`src/rtl/cr_xp10_decomp_htf_hdr_parser.sv`:
```
// cr_xp10_decomp_htf_hdr_parser: parses format, symbol count and code lengths out of the HTF header bit window.
// Optional format check is enabled by defining CR_XP10_DECOMP_HDR_FMT_CHECK_EN.
module cr_xp10_decomp_htf_hdr_parser #(
    parameter int                  MAX_HDR_BITS_PER_CYCLE = 16,
    parameter int                  FMT_BITS               = 4,
    parameter int                  CNT_BITS               = 9,
    parameter int                  LEN_BITS               = 4,
    parameter int                  MAX_SYMBOLS            = 288,
    parameter logic [FMT_BITS-1:0] FMT_ID                 = 4'h5,
    localparam int                 AW = $clog2(MAX_HDR_BITS_PER_CYCLE + 1)
) (
    input  logic                              clk,
    input  logic                              rst_n,
    input  logic                              parse_start,
    output logic                              busy,
    input  logic [AW-1:0]                     hdr_bits_avail,
    input  logic [MAX_HDR_BITS_PER_CYCLE-1:0] hdr_bits_data,
    input  logic                              hdr_bits_last,
    input  logic                              hdr_bits_err,
    output logic [AW-1:0]                     hdr_bits_consume,
    output logic                              hdr_clear,
    output logic                              sym_valid,
    input  logic                              sym_ready,
    output logic [CNT_BITS-1:0]               sym_idx,
    output logic [LEN_BITS-1:0]               sym_len,
    output logic [FMT_BITS-1:0]               hdr_fmt,
    output logic                              hdr_done,
    output logic [1:0]                        hdr_err_code,
    output logic [2:0]                        o_dbg_state
);

    typedef enum logic [2:0] {
        S_IDLE  = 3'd0,
        S_FMT   = 3'd1,
        S_CNT   = 3'd2,
        S_LEN   = 3'd3,
        S_FLUSH = 3'd4
    } state_t;

    localparam logic [AW-1:0]       FMT_W   = AW'(FMT_BITS);
    localparam logic [AW-1:0]       CNT_W   = AW'(CNT_BITS);
    localparam logic [AW-1:0]       LEN_W   = AW'(LEN_BITS);
    localparam logic [CNT_BITS-1:0] MAX_CNT = CNT_BITS'(MAX_SYMBOLS);

    state_t              r_state;
    logic                r_busy;
    logic                r_sym_valid;
    logic [CNT_BITS-1:0] r_sym_idx;
    logic [LEN_BITS-1:0] r_sym_len;
    logic [FMT_BITS-1:0] r_hdr_fmt;
    logic                r_hdr_done;
    logic                r_hdr_clear;
    logic [1:0]          r_err_code;
    logic [CNT_BITS-1:0] r_n;
    logic [CNT_BITS-1:0] r_cnt;

    logic [AW-1:0]       w_need;
    logic                w_in_field;
    logic                w_trunc;
    logic                w_out_free;
    logic                w_take;
    logic [FMT_BITS-1:0] w_fmt_f;
    logic [CNT_BITS-1:0] w_cnt_f;
    logic [LEN_BITS-1:0] w_len_f;
    logic                w_fmt_ok;
    logic                w_cnt_bad;
    logic                w_unused_bits;

    assign w_fmt_f       = hdr_bits_data[FMT_BITS-1:0];
    assign w_cnt_f       = hdr_bits_data[CNT_BITS-1:0];
    assign w_len_f       = hdr_bits_data[LEN_BITS-1:0];
    assign w_fmt_ok      = (w_fmt_f == FMT_ID);
    assign w_cnt_bad     = (w_cnt_f == '0) || (w_cnt_f > MAX_CNT);
    assign w_unused_bits = &{1'b0, hdr_bits_data[MAX_HDR_BITS_PER_CYCLE-1:CNT_BITS], w_fmt_ok};

    // Record port: a record transfers on any cycle with sym_valid && sym_ready; while sym_valid
    // is high and sym_ready low, sym_idx/sym_len are held. The slot counts as free when empty
    // or draining this cycle, which allows back-to-back records.
    assign w_out_free = !r_sym_valid || sym_ready;

    always_comb begin
        w_need     = '0;
        w_in_field = 1'b0;
        case (r_state)
            S_FMT: begin w_need = FMT_W; w_in_field = 1'b1; end
            S_CNT: begin w_need = CNT_W; w_in_field = 1'b1; end
            S_LEN: begin w_need = LEN_W; w_in_field = 1'b1; end
            default: ;
        endcase
        w_trunc = w_in_field && (hdr_bits_err || (hdr_bits_last && (hdr_bits_avail < w_need)));
        w_take  = w_in_field && !w_trunc && (hdr_bits_avail >= w_need) &&
                  ((r_state != S_LEN) || w_out_free);
        hdr_bits_consume = w_take ? w_need : '0;
    end

    always_ff @(posedge clk or negedge rst_n) begin
        if (!rst_n) begin
            r_state     <= S_IDLE;
            r_busy      <= 1'b0;
            r_sym_valid <= 1'b0;
            r_sym_idx   <= '0;
            r_sym_len   <= '0;
            r_hdr_fmt   <= '0;
            r_hdr_done  <= 1'b0;
            r_hdr_clear <= 1'b0;
            r_err_code  <= 2'd0;
            r_n         <= '0;
            r_cnt       <= '0;
        end else begin
            r_hdr_done  <= 1'b0;
            r_hdr_clear <= 1'b0;
            if (r_sym_valid && sym_ready) begin
                r_sym_valid <= 1'b0;
            end
            case (r_state)
                S_IDLE: begin
                    // busy stays up through the hdr_done cycle and drops one cycle later
                    r_busy <= 1'b0;
                    if (parse_start) begin
                        r_state     <= S_FMT;
                        r_busy      <= 1'b1;
                        r_sym_valid <= 1'b0;
                        r_sym_idx   <= '0;
                        r_sym_len   <= '0;
                        r_hdr_fmt   <= '0;
                        r_err_code  <= 2'd0;
                        r_n         <= '0;
                        r_cnt       <= '0;
                    end
                end
                S_FMT: begin
                    if (w_trunc) begin
                        r_err_code <= 2'd2;
                        r_state    <= S_FLUSH;
                    end else if (w_take) begin
                        r_hdr_fmt <= w_fmt_f;
`ifdef CR_XP10_DECOMP_HDR_FMT_CHECK_EN
                        if (!w_fmt_ok) begin
                            r_err_code <= 2'd3;
                            r_state    <= S_FLUSH;
                        end else begin
                            r_state <= S_CNT;
                        end
`else
                        r_state <= S_CNT;
`endif
                    end
                end
                S_CNT: begin
                    if (w_trunc) begin
                        r_err_code <= 2'd2;
                        r_state    <= S_FLUSH;
                    end else if (w_take) begin
                        r_n <= w_cnt_f;
                        if (w_cnt_bad) begin
                            r_err_code <= 2'd1;
                            r_state    <= S_FLUSH;
                        end else begin
                            r_state <= S_LEN;
                        end
                    end
                end
                S_LEN: begin
                    if (w_trunc) begin
                        r_err_code <= 2'd2;
                        r_state    <= S_FLUSH;
                    end else if (w_take) begin
                        r_sym_valid <= 1'b1;
                        r_sym_idx   <= r_cnt;
                        r_sym_len   <= w_len_f;
                        r_cnt       <= r_cnt + CNT_BITS'(1);
                        if (r_cnt == r_n - CNT_BITS'(1)) begin
                            r_state <= S_FLUSH;
                        end
                    end
                end
                S_FLUSH: begin
                    if (w_out_free) begin
                        r_hdr_done  <= 1'b1;
                        r_hdr_clear <= 1'b1;
                        r_state     <= S_IDLE;
                    end
                end
                default: r_state <= S_IDLE;
            endcase
        end
    end

    assign busy         = r_busy;
    assign sym_valid    = r_sym_valid;
    assign sym_idx      = r_sym_idx;
    assign sym_len      = r_sym_len;
    assign hdr_fmt      = r_hdr_fmt;
    assign hdr_done     = r_hdr_done;
    assign hdr_clear    = r_hdr_clear;
    assign hdr_err_code = r_err_code;
    assign o_dbg_state  = r_state;

endmodule

```
`config.mk`:
```
export PLATFORM = sky130hd
export DESIGN_NAME = cr_xp10_decomp_htf_hdr_parser
export DESIGN_NICKNAME = d
export VERILOG_FILES = /design/src/rtl/cr_xp10_decomp_htf_hdr_parser.sv
export SDC_FILE = /design/constraint.sdc
export NUM_CORES = 1
export LEC_CHECK = 0
export CORE_AREA = 2 2 104 106
export DETAILED_ROUTE_END_ITERATION = 6
export DIE_AREA = 0 0 106 108
export DONT_BUFFER_PORTS = 1
export GPL_ROUTABILITY_DRIVEN = 0
export PLACE_DENSITY = 0.39
export SLEW_MARGIN = 30
export SYNTH_ARGS = -nofsm -noshare
export SYNTH_HDL_FRONTEND = slang
export SYNTH_SLANG_ARGS = --single-unit
```
`constraint.sdc`:
```
create_clock -name clk -period 3.42 [get_ports clk]
set_input_delay 0.855 -clock clk [delete_from_list [all_inputs] [get_ports clk]]
set_output_delay 0.855 -clock clk [all_outputs]
set_load 0.01 [all_outputs]
```
==> summary.md <==
| Metric | Value |
|---|---|
| Run status | `complete, no violations` |
| Startpoint type of the worst setup path | `register` |
| Total negative setup slack | `0 ns` |
| Synthesized area | `2500 um^2` |
| Clock Tree Root | `clkbuf_8` |
| Biggest area consumer among synthesized cells | `dfrtp_1` |
| CP cell instances | `inv_1 -> nor3_2 -> inv_1 -> ha_1 -> nand2_1 -> nor4_4 -> o221ai_2 -> or2_2 -> inv_2` |
| Cells after DPL | `412` |
| Tightest Pin Transition | `0.686 ns` |
| H-tree levels | `2` |
| Syn Inst Count | `284` |
| Final min period | `3.23 ns` |
| FILL cells | `1,090` |
| First DRT Iteration DRCs | `126` |
| Pwr dens | `570 nW/um^2` |
| Global route overflow | `0` |
| Antenna diode count | `0` |
| Total track usage | `11.7%` |
| Worst Skew | `0.00400 ns` |
| Pleak | `1.26 nW` |
| Post-DP HPWL | `4730 um` |
| Routed Antenna Nets | `0` |
| Delay of the slowest critical-path stage | `0.35 ns` |
| Final setup viols | `0` |
| Vias per cell | `4.81` |
| Final hold violation count | `0` |
| Core area | `10,200 um^2` |
| Vias in the first global route | `2,007` |
| Routed WL | `6380 um` |
| Row cnt | `37` |
| Post-CTS setup buffer count | `0` |
| IR drop worst, VDD | `0.000217 V` |
| CTS tree | `built` |
| Count leader, synth | `dfrtp_1` |
| Post-CTS sizing | `0` |
| Cell Count, Final, Fillers Out | `420` |
| Total Power | `1.60 mW` |
| Buffer depth of the longest clock path | `2` |
| Final slew viol count | `0` |
| Critical Path Most Common Cell | `inv_1` |
| Clk_lat worst skew | `0.29 ns` |
| Worst path required time | `2.56 ns` |
| Worst Hold Class | `input pin to asynchronous set/reset pin` |
| First-pass GRT wire length | `10,700 um` |
| Post-synth ARST share | `100%` |
| TritonCTS Sinks | `43` |
| Crit-path leading delay family | `simple AND/OR/NAND/NOR gates` |
| Port Buffers | `0` |
| Yosys warning count | `0` |
| Sequential share of the synthesized area | `43.0%` |
| Max FO, Critical Path | `4` |
| Cts hold-fix bufs | `0` |
| Largest cells by area after synthesis | `dfrtp_1 (43%), nand2_1 (6.2%), nand3_1 (5.2%)` |
| Setup CP Type | `register to primary output` |
| Slack of the critical path | `0.186 ns` |
| Synth top cells by count | `dfrtp_1 (43), nand2_1 (41), nand3_1 (26)` |
| DR vias | `2,022` |
| Fmax | `309 MHz` |
| Yosys reg bits | `43` |
| DRC violation count after routing | `0` |
| Pre-CTS setup slack | `0.274 ns` |
| Max Cap Violations | `0` |
| Avg WL per Cell | `15.2 um` |
| Mapped Avg Cell Area | `8.81 um^2` |
| Post-synthesis cell type count | `61` |
| Die extent in x | `106 um` |
| Synth top area share | `43.0%` |
| Post-synth EDFFs | `0` |
| CP Data Arrival Time | `2.38 ns` |
| Share of layout cells above drive strength 1 | `12.3%` |
| Main flop type after synthesis | `dfrtp_1` |
| Rel. slew slack | `53.8%` |
| CP max stage cell | `dfrtp_1` |
| Starting Density | `24.5%` |
| Worst path bufs/invs | `3` |
| P&R area growth vs syn | `11.8%` |
| Period utilization | `94.6%` |
| Nets | `315` |
| Die Y | `108 um` |
| Largest net degree at the start of global routing | `44` |
| TritonCTS Buffers | `5` |
| Total die area | `11,400 um^2` |
| CTS clock-pin slew for the worst setup and hold paths | `0.08 ns` |
| # IOs | `58` |
| Initial antenna violation count | `0` |
| 1st-pass router iterations | `4` |
| CP endpoint kind | `primary output` |
## kinds of logic (layout without fill, tap and decap cells)
group           count (synthesis)  in the layout  synth area share (%)
xor+xnor                       14             14                  4.90
fa+ha+maj                       6              6                  2.90
compound gates                 66             66                  18.4
simple gates                  115            115                  23.6
other cells                     1              2                 0.150
mux                             1              1                 0.400
flops                          43             43                  43.0
buf+inv                        38             37                  6.70
## cells in the final DEF, fill, tap and decap left out, types with 4 or more instances in the layout
cell / synthesis / layout
nand2_1: 41 / 41
inv_1: 17 / 16
xnor2_1: 9 / 9
a21oi_1: 8 / 8
a31o_2: 4 / 4
nand3_1: 26 / 26
nor3_1: 7 / 6
or3_1: 4 / 4
xor2_1: 5 / 5
o31ai_1: 8 / 8
o21ai_0: 18 / 18
clkbuf_8: 0 / 6
buf_4: 6 / 12
ha_1: 5 / 5
nor2_1: 10 / 10
nor4_1: 4 / 4
dfrtp_1: 43 / 42
## power breakdown
group	leakage, nW	internal, mW	switching [mW]
sequential	0.591	0.570	0.0778
combinational	0.610	0.198	0.336
clock	0.0612	0.237	0.178
## sequential cells by signal, summed over array words and instances, names as in the netlist
| signal | cells |
|---|---|
| o_dbg_state | 3 |
| sym_idx | 9 |
| hdr_err_code | 2 |
| r_n | 9 |
| hdr_clear | 1 |
| sym_len | 4 |
| sym_valid | 1 |
| hdr_fmt | 4 |
| r_cnt | 9 |
| busy | 1 |
## per-stage QoR
stage	instance area, um^2	hold WS, ns	utilization [%]
after global routing	2800	0.223	27.4
after global placement	2670	0.521	26.1
after floorplan	2510	0.489	-
final	2800	0.247	27.4
after CTS	2790	0.232	27.2
after detailed placement	2670	0.527	26.1
## layer usage
layer,GRT usage (%),part of all wire (%)
met2,17.6,43
met1,17.1,51
met4,1.69,0.30
met3,3.25,5.7
met5,0,0
## final cells by class
type | count | area [um^2] | area share (%)
Clock inverter | 2 | 35.0 | 1.25
Tap cell | 136 | 170 | 6.08
Timing Repair Buffer | 12 | 90.1 | 3.22
Inverter | 17 | 63.8 | 2.28
Sequential cell | 43 | 1080 | 38.5
Multi-Input combinational cell | 204 | 1280 | 45.7
Clock buffer | 6 | 82.6 | 2.95
## final timing paths
path                           startpoint                   to  slack, ns  depth (start not counted)
min in group clk               sym_idx[7]           sym_idx[7]       0.54                          2
hold reg to reg                sym_idx[7]           sym_idx[7]       0.54                          2
max in group asynchronous           rst_n       o_dbg_state[2]       3.07                          0
setup / recovery           o_dbg_state[1]  hdr_bits_consume[3]       0.19                          9
setup reg to reg           o_dbg_state[1]             r_cnt[3]       0.46                         12
hold / removal                      rst_n           sym_idx[6]       0.25                          0
Power figures use the tool's default switching activity.
